===== src/rtl/adder4_bist_pkg.sv =====
// Shared types and sizing helpers for the adder4_bist self-test controller.
// state_t : controller FSM encoding (IDLE, SETTLE, CHECK, DONE).
// VEC_W / CNT_W : vector and error-counter widths for the default 4-bit adder.
package adder4_bist_pkg;

  typedef enum logic [1:0] {
    IDLE   = 2'd0,
    SETTLE = 2'd1,
    CHECK  = 2'd2,
    DONE   = 2'd3
  } state_t;

  localparam int DEF_WIDTH = 4;
  localparam int VEC_W     = 2 * DEF_WIDTH + 1;
  localparam int CNT_W     = VEC_W + 1;

  // {a,b,ci} width for an arbitrary operand width.
  function automatic int vec_width(input int w);
    return 2 * w + 1;
  endfunction

endpackage


===== src/rtl/adder4_bist.sv =====
// Built-in self-test controller for a WIDTH-bit adder: sweeps every {a,b,ci},
// compares {co,s} against a golden sum, counts mismatches and records the first.
// Ports: clk/rst_n/start in; a/b/ci out to adder; s/co in from adder;
//        busy/done/pass/error_count/first_fail status out.
import adder4_bist_pkg::*;

module adder4_bist #(
  parameter int WIDTH         = 4,
  parameter int SETTLE_CYCLES = 1
) (
  input  logic                 clk,
  input  logic                 rst_n,
  input  logic                 start,
  output logic [WIDTH-1:0]     a,
  output logic [WIDTH-1:0]     b,
  output logic                 ci,
  input  logic [WIDTH-1:0]     s,
  input  logic                 co,
  output logic                 busy,
  output logic                 done,
  output logic                 pass,
  output logic [2*WIDTH+1:0]   error_count,
  output logic [2*WIDTH:0]     first_fail
);

  localparam int VW  = vec_width(WIDTH);
  localparam int CW  = VW + 1;
  localparam int SCW = (SETTLE_CYCLES > 1) ? $clog2(SETTLE_CYCLES) : 1;
  localparam logic [SCW-1:0] SETTLE_LOAD = SCW'(SETTLE_CYCLES - 1);

  state_t          state_q, state_d;
  logic [VW-1:0]   vec_q, vec_d;
  logic [SCW-1:0]  scnt_q, scnt_d;
  logic [CW-1:0]   err_q, err_d;
  logic [VW-1:0]   ff_q, ff_d;

  logic [WIDTH:0]  expected;
  logic            mismatch;

  // Operands come straight from the vector register, so they are glitch-free.
  assign {a, b, ci} = vec_q;

  assign expected = {1'b0, a} + {1'b0, b} + {{WIDTH{1'b0}}, ci};
  // Only meaningful in CHECK; s/co may be X elsewhere.
  assign mismatch = ({co, s} != expected);

  assign busy        = (state_q == SETTLE) || (state_q == CHECK);
  assign done        = (state_q == DONE);
  assign pass        = (state_q == DONE) && (err_q == '0);
  assign error_count = err_q;
  assign first_fail  = ff_q;

  always_comb begin
    state_d = state_q;
    vec_d   = vec_q;
    scnt_d  = scnt_q;
    err_d   = err_q;
    ff_d    = ff_q;
    unique case (state_q)
      IDLE, DONE: begin
        // Level-sensitive: a run starts on the first sampled start=1.
        if (start) begin
          state_d = SETTLE;
          vec_d   = '0;
          scnt_d  = SETTLE_LOAD;
          err_d   = '0;
          ff_d    = '0;
        end
      end
      SETTLE: begin
        if (scnt_q == '0) state_d = CHECK;
        else              scnt_d  = scnt_q - SCW'(1);
      end
      CHECK: begin
        if (mismatch) begin
          if (err_q != '1) err_d = err_q + CW'(1);
          if (err_q == '0) ff_d  = vec_q;
        end
        // The last vector exits to DONE so vec never wraps silently.
        if (vec_q == '1) begin
          state_d = DONE;
        end else begin
          vec_d   = vec_q + VW'(1);
          scnt_d  = SETTLE_LOAD;
          state_d = SETTLE;
        end
      end
      default: state_d = IDLE;
    endcase
  end

  always_ff @(posedge clk or negedge rst_n) begin
    if (!rst_n) begin
      state_q <= IDLE;
      vec_q   <= '0;
      scnt_q  <= '0;
      err_q   <= '0;
      ff_q    <= '0;
    end else begin
      state_q <= state_d;
      vec_q   <= vec_d;
      scnt_q  <= scnt_d;
      err_q   <= err_d;
      ff_q    <= ff_d;
    end
  end

endmodule


===== config.mk =====
export PLATFORM = sky130hd
export DESIGN_NAME = adder4_bist
export DESIGN_NICKNAME = d
export VERILOG_FILES = /design/src/rtl/adder4_bist_pkg.sv /design/src/rtl/adder4_bist.sv
export SDC_FILE = /design/constraint.sdc
export NUM_CORES = 1
export LEC_CHECK = 0
export CAP_MARGIN = 15
export CORE_UTILIZATION = 54
export CTS_BUF_LIST = sky130_fd_sc_hd__clkbuf_16
export DETAILED_ROUTE_END_ITERATION = 8
export PLACE_DENSITY = 0.91
export SYNTH_ARGS = -nofsm -noshare
export SYNTH_HDL_FRONTEND = slang
export SYNTH_SLANG_ARGS = --single-unit

===== constraint.sdc =====
create_clock -name clk -period 8.5 [get_ports clk]
set_input_delay 1.7 -clock clk [delete_from_list [all_inputs] [get_ports clk]]
set_output_delay 1.7 -clock clk [all_outputs]
set_load 0.02 [all_outputs]

==> out/qor.txt <==
CTS hold repair buffers -> 0
Tcrit/Tclk final -> 44.3%
Setup-failing EPs final -> 0
Port Buf Inserts -> 38
max_slew headroom -> 44.3%
max-slew violation count -> 0
final worst path period need -> 3.76 ns
TritonCTS clock tree -> yes
die span in x -> 59.9 um
yosys warns -> 0
synth top area cells -> dfrtp_1, mux2i_1, ha_1
largest net degree at the start of global routing -> 31
CP Data Required Time -> 8.65 ns
Nets -> 250
Startpoint Class -> input port
Power Dens Cells -> 232 nW/um^2
commonest non-fill, non-tap cell in the layout -> clkdlybuf4s50_1
most frequent cells in the layout -> clkdlybuf4s50_1, dfrtp_1, nand2_1
root buf cell -> clkbuf_16
placed instance area -> 2230 um^2
final HPWL from detailed placement -> 2720 um
fillers -> 197
die height -> 59.9 um
cell area after synthesis -> 1810 um^2
total CTS buffers -> 5
Max Cap Viol -> 0
initial DRC count -> 105
worst hold stages -> 2
FP Rows -> 20
routability congestion estimate -> 0.834
FMAX -> 266 MHz
Post-CTS Setup Inserts -> 0
first-pass GRT wire length -> 6640 um
Hold Vio Cnt, Final -> 0
Slew @ Worst Pin -> 0.812 ns
area leader, netlist -> dfrtp_1
WS Path Type -> in -> reg
IO Pins -> 39
first-pass detailed-route iteration total -> 4
dpl ws -> 4.44 ns
Via Count -> 1565
clock buffer depth -> 2
worst vdd ir -> 0.000143 V
die area -> 3590 um^2
Hold Startpoint -> first_fail[6]
Mean Syn Cell Area -> 9.52 um^2
H-tree depth -> 2
Post-route DRC -> 0
reported leakage power -> 1.10 nW
Hold/Removal Path Class -> reg -> reg
GR Overflow Total -> 0
core area -> 3130 um^2
GRT Overall Usage -> 25.6%
WL per Instance -> 14.4 um
RSZ-0062 raised after global routing -> false
Synth cell types -> 38
latest clock arrival within the worst-skew pair -> 0.28 ns
R2R setup slack -> 5.25 ns
Clk pin slew, worst setup/hold paths -> 0.05 ns
total clock sinks -> 30
sequential-to-total area share from yosys stat -> 41.5%
status -> complete, no violations
WHS Endpoint -> first_fail[6]
largest fanout on the critical path -> 10
layout cells sized above 1 -> 6.06%
post-route cell area -> 2400 um^2
reg-to-reg endpoint -> error_count[9]
CTS resizes -> 0
vias in the first global route -> 1403
R2R cell count -> 8
area grow syn2layout -> 32.4%
Setup crit end kind -> flip-flop
Reg-to-Reg Start -> vec_q[5]
post-synth net total -> 210
Synth Register Bits -> 30
Layout Skew -> 0.00612 ns
Antenna Violating Nets Remaining -> 0
n_diodes -> 0
setup ws final -> 4.74 ns
vias per cell -> 5.69
crit path DAT -> 3.92 ns
initial core utilization -> 57.8%
area share of the largest cell type after synthesis -> 41.5%
Total Wirelength -> 3950 um
setup TNS -> 0 ns
Post-Syn Instances -> 190
initial antenna violation count -> 0
state kept, by name, summed over array words and instances (netlist names):
signal and flops:
state_q 2, first_fail 9, vec_q 9, error_count 10
critical path, stage by stage:
cell,delay (ns)
clkdlybuf4s50_1,0.47
xor2_1,0.17
xnor2_1,0.13
nand4_1,0.13
nor3_2,0.54
or3_1,0.43
mux2_1,0.36
per-stage QoR:
step                instances  hold WS (ns)  power, W  util [%]
floorplan                 190         0.551  0.000305         -
global placement          267         0.505  0.000352      71.3
detailed placement        267         0.513  0.000357      71.3
CTS                       275         0.521  0.000553      76.6
global route              275         0.546  0.000582      76.6
finish                    275         0.518  0.000555      76.6
power by group:
group          leakage, nW  total (W)  switching [W]  internal [W]
registers            0.414   0.000163      0.0000105      0.000152
clock network       0.0836   0.000198      0.0000610      0.000137
logic                0.604   0.000195       0.000119     0.0000757
cells in the mapped netlist:
cell type   n
nand2b_1    3
nor3b_1     1
a221o_1     1
a211o_1     1
mux2i_1    14
xnor2_1     5
or3_1       3
a211oi_1    1
nand3_1     9
nor3_2      1
buf_4       1
buf_2       2
or4bb_1     1
nand4_1     5
o311ai_0    1
fa_1        2
dfrtp_1    30
ha_1       10
nor4b_1     1
o31a_1      1
inv_1      17
nor3_1      2
or4b_2      2
a21oi_1     6
o21ai_0     6
nand4b_1    1
nand2_1    23
and3_1      3
o32a_1      1
a21o_1      6
nor2_1     10
o211a_1     1
o22ai_1     3
and2_1      1
nor4_1      3
clkbuf_1    5
mux2_1      1
xor2_1      6
how the worst max path moves through the flow:
stage	startpoint	endpoint	slack, ns
2_1_floorplan	s[2]	error_count[9]	5.25
3_3_place_gp	s[2]	error_count[9]	4.50
3_5_place_dp	s[2]	error_count[9]	4.44
4_1_cts	s[2]	error_count[9]	4.74
5_1_grt	s[2]	error_count[9]	4.58
6_report	s[2]	error_count[9]	4.74
logic make-up (layout without fill, tap and decap cells):
kind of cell	Yosys count	count (layout)	share of synthesized area, %
compound gates	28	28	10.4
flops	30	30	41.5
simple gates	69	69	19.8
fa+ha+maj	12	12	9.13
buf+inv	25	66	5.53
mux	15	15	8.37
xor+xnor	11	11	5.32
per-layer routing:
layer	share of wire (%)	vias up	track usage [%]
li1	-	741	-
met1	45	768	35.5
met2	48	45	37.5
met3	3.9	11	4.33
met4	2.5	0	15.0
met5	0	-	0
area by class of cell:
cell class                 count  area [um^2]  share of cell area [%]
timing repair buffer          41          403                    16.8
tap                           44         55.1                    2.30
multi-input combinational    135          958                    40.0
inverter                      17         63.8                    2.66
clock buffer                   5          125                    5.22
sequential                    30          751                    31.3
clock inverter                 3         40.0                    1.67
No activity file was read; power rests on OpenSTA's default activity.
==> edit, RTL diff (config.mk and constraints unchanged) <==
Take the reset off `ff_q` and load it in a clocked block of its own.
--- a/src/rtl/adder4_bist.sv
+++ b/src/rtl/adder4_bist.sv
@@ -95,14 +95,16 @@
       vec_q   <= '0;
       scnt_q  <= '0;
       err_q   <= '0;
-      ff_q    <= '0;
     end else begin
       state_q <= state_d;
       vec_q   <= vec_d;
       scnt_q  <= scnt_d;
       err_q   <= err_d;
-      ff_q    <= ff_d;
     end
+  end
+
+  always_ff @(posedge clk) begin
+    ff_q <= ff_d;
   end
 
 endmodule
Behaviour: differs if rst_n is asserted again (counterexample within 10 cycles, from zero or initial values and one cycle with rst_n low); with rst_n held inactive, the same outputs for 10 cycles.
==> edit against the original RTL <==
Critical path depth is 3 lower. Hold slack better by 72 ps. Synthesized area is 2.6% lower. Die area is 2.5% lower. Count of clock-buffer cells in the layout stayed put. Global-route usage is 0.35 points higher. Sequential cell count stayed put. Power is 7.8% higher. Largest cell class unchanged. Setup slack better by 46 ps. Routed wire length is 3.1% higher. Design area is 3.3% lower.
==> edit: results <==
[status]
result_of_the_run = completed

[yosys]
synth_edf_count = 9
synthesized_instance_count = 176
synth_xor_xnor_area_share_pct = 5.96
synthesized_area_fraction_occupied_by_adder_cells_pct = 9.37
yosys-top-cells-area = sky130_fd_sc_hd__dfrtp_1, sky130_fd_sc_hd__edfxtp_1, sky130_fd_sc_hd__ha_1, sky130_fd_sc_hd__nand2_1, sky130_fd_sc_hd__and2_1
yosys.cell_types.count = 41
netlist_top_cells_count = sky130_fd_sc_hd__dfrtp_1, sky130_fd_sc_hd__nand2_1, sky130_fd_sc_hd__nor2_1
synth-seq-area-share_pct = 45.1
post_synthesis_mux_area_share_pct = 2.98

[timing]
clock_skew_ps = 3.67
worstMarginPinSlew_ps = 1000

[placement]
dpl.hpwl_mm = 2.90
final_replace_weighted_congestion = 0.876
dpl-instance-area_sq_mm = 0.00217
worst_setup_slack_post_dpl_ps = 4190
placed_cells = 253

[power_and_ir_drop]
power_switching_uw = 218
vdd_drop_max_mv = 0.153
design_power_total_uw = 599
combinationalPowerShare_pct = 39.9
clkPwrFrac_pct = 27.4

[cells_and_area]
post-route-util_pct = 75.2
fillers = 205

[worst_hold_path]
hold_wc_startpoint = error_count[1]

[grt]
grt_usage_pct = 25.9
grt_first_pass_wirelength_mm = 6.63
grt_start_max_net_pins = 37

[drt]
routed_wl_mm = 4.08
routed_wire_length_per_instance_microns = 15.6
detailroute.via_count = 1536

[setup_path]
worst_path_max_stage_delay_ps = 600
startpoint = error_count[2]
worst-path-max-fanout = 8
crit_slowest_cell = sky130_fd_sc_hd__clkdlybuf4s50_1
==> edit: cell types whose count changed after synthesis, sizes merged, moves of 4 or more <==
cell / delta
edfxtp: +9
nand2: -5
and2: +9
mux2i: -11
inv: -6
nor2: +4
dfrtp: -9
==> edit: path summary, 6_finish.rpt <==
check / endpoint / slack (ps) / cells past startpoint
max: pass / 4780 / 4
min: error_count[1] / 590 / 2
max reg2reg: first_fail[7] / 5240 / 8
min reg2reg: error_count[1] / 590 / 2
max in group asynchronous: vec_q[0] / 5910 / 1
min in group asynchronous: error_count[2] / 1980 / 1
==> edit: metal layers <==
metal  track usage (%)  share of wire [%]
met5                 0                  0
met2              42.9                 52
met1              31.9                 42
met4              10.9                1.9
met3              7.21                4.7
==> edit: final cells by class <==
type | count | area share [%]
clock buffer | 5 | 5.40
clock inverter | 3 | 0.540
inverter | 11 | 1.78
multi-input combinational | 129 | 38.6
sequential | 30 | 34.4
tap | 44 | 2.38
timing repair buffer | 40 | 17.0
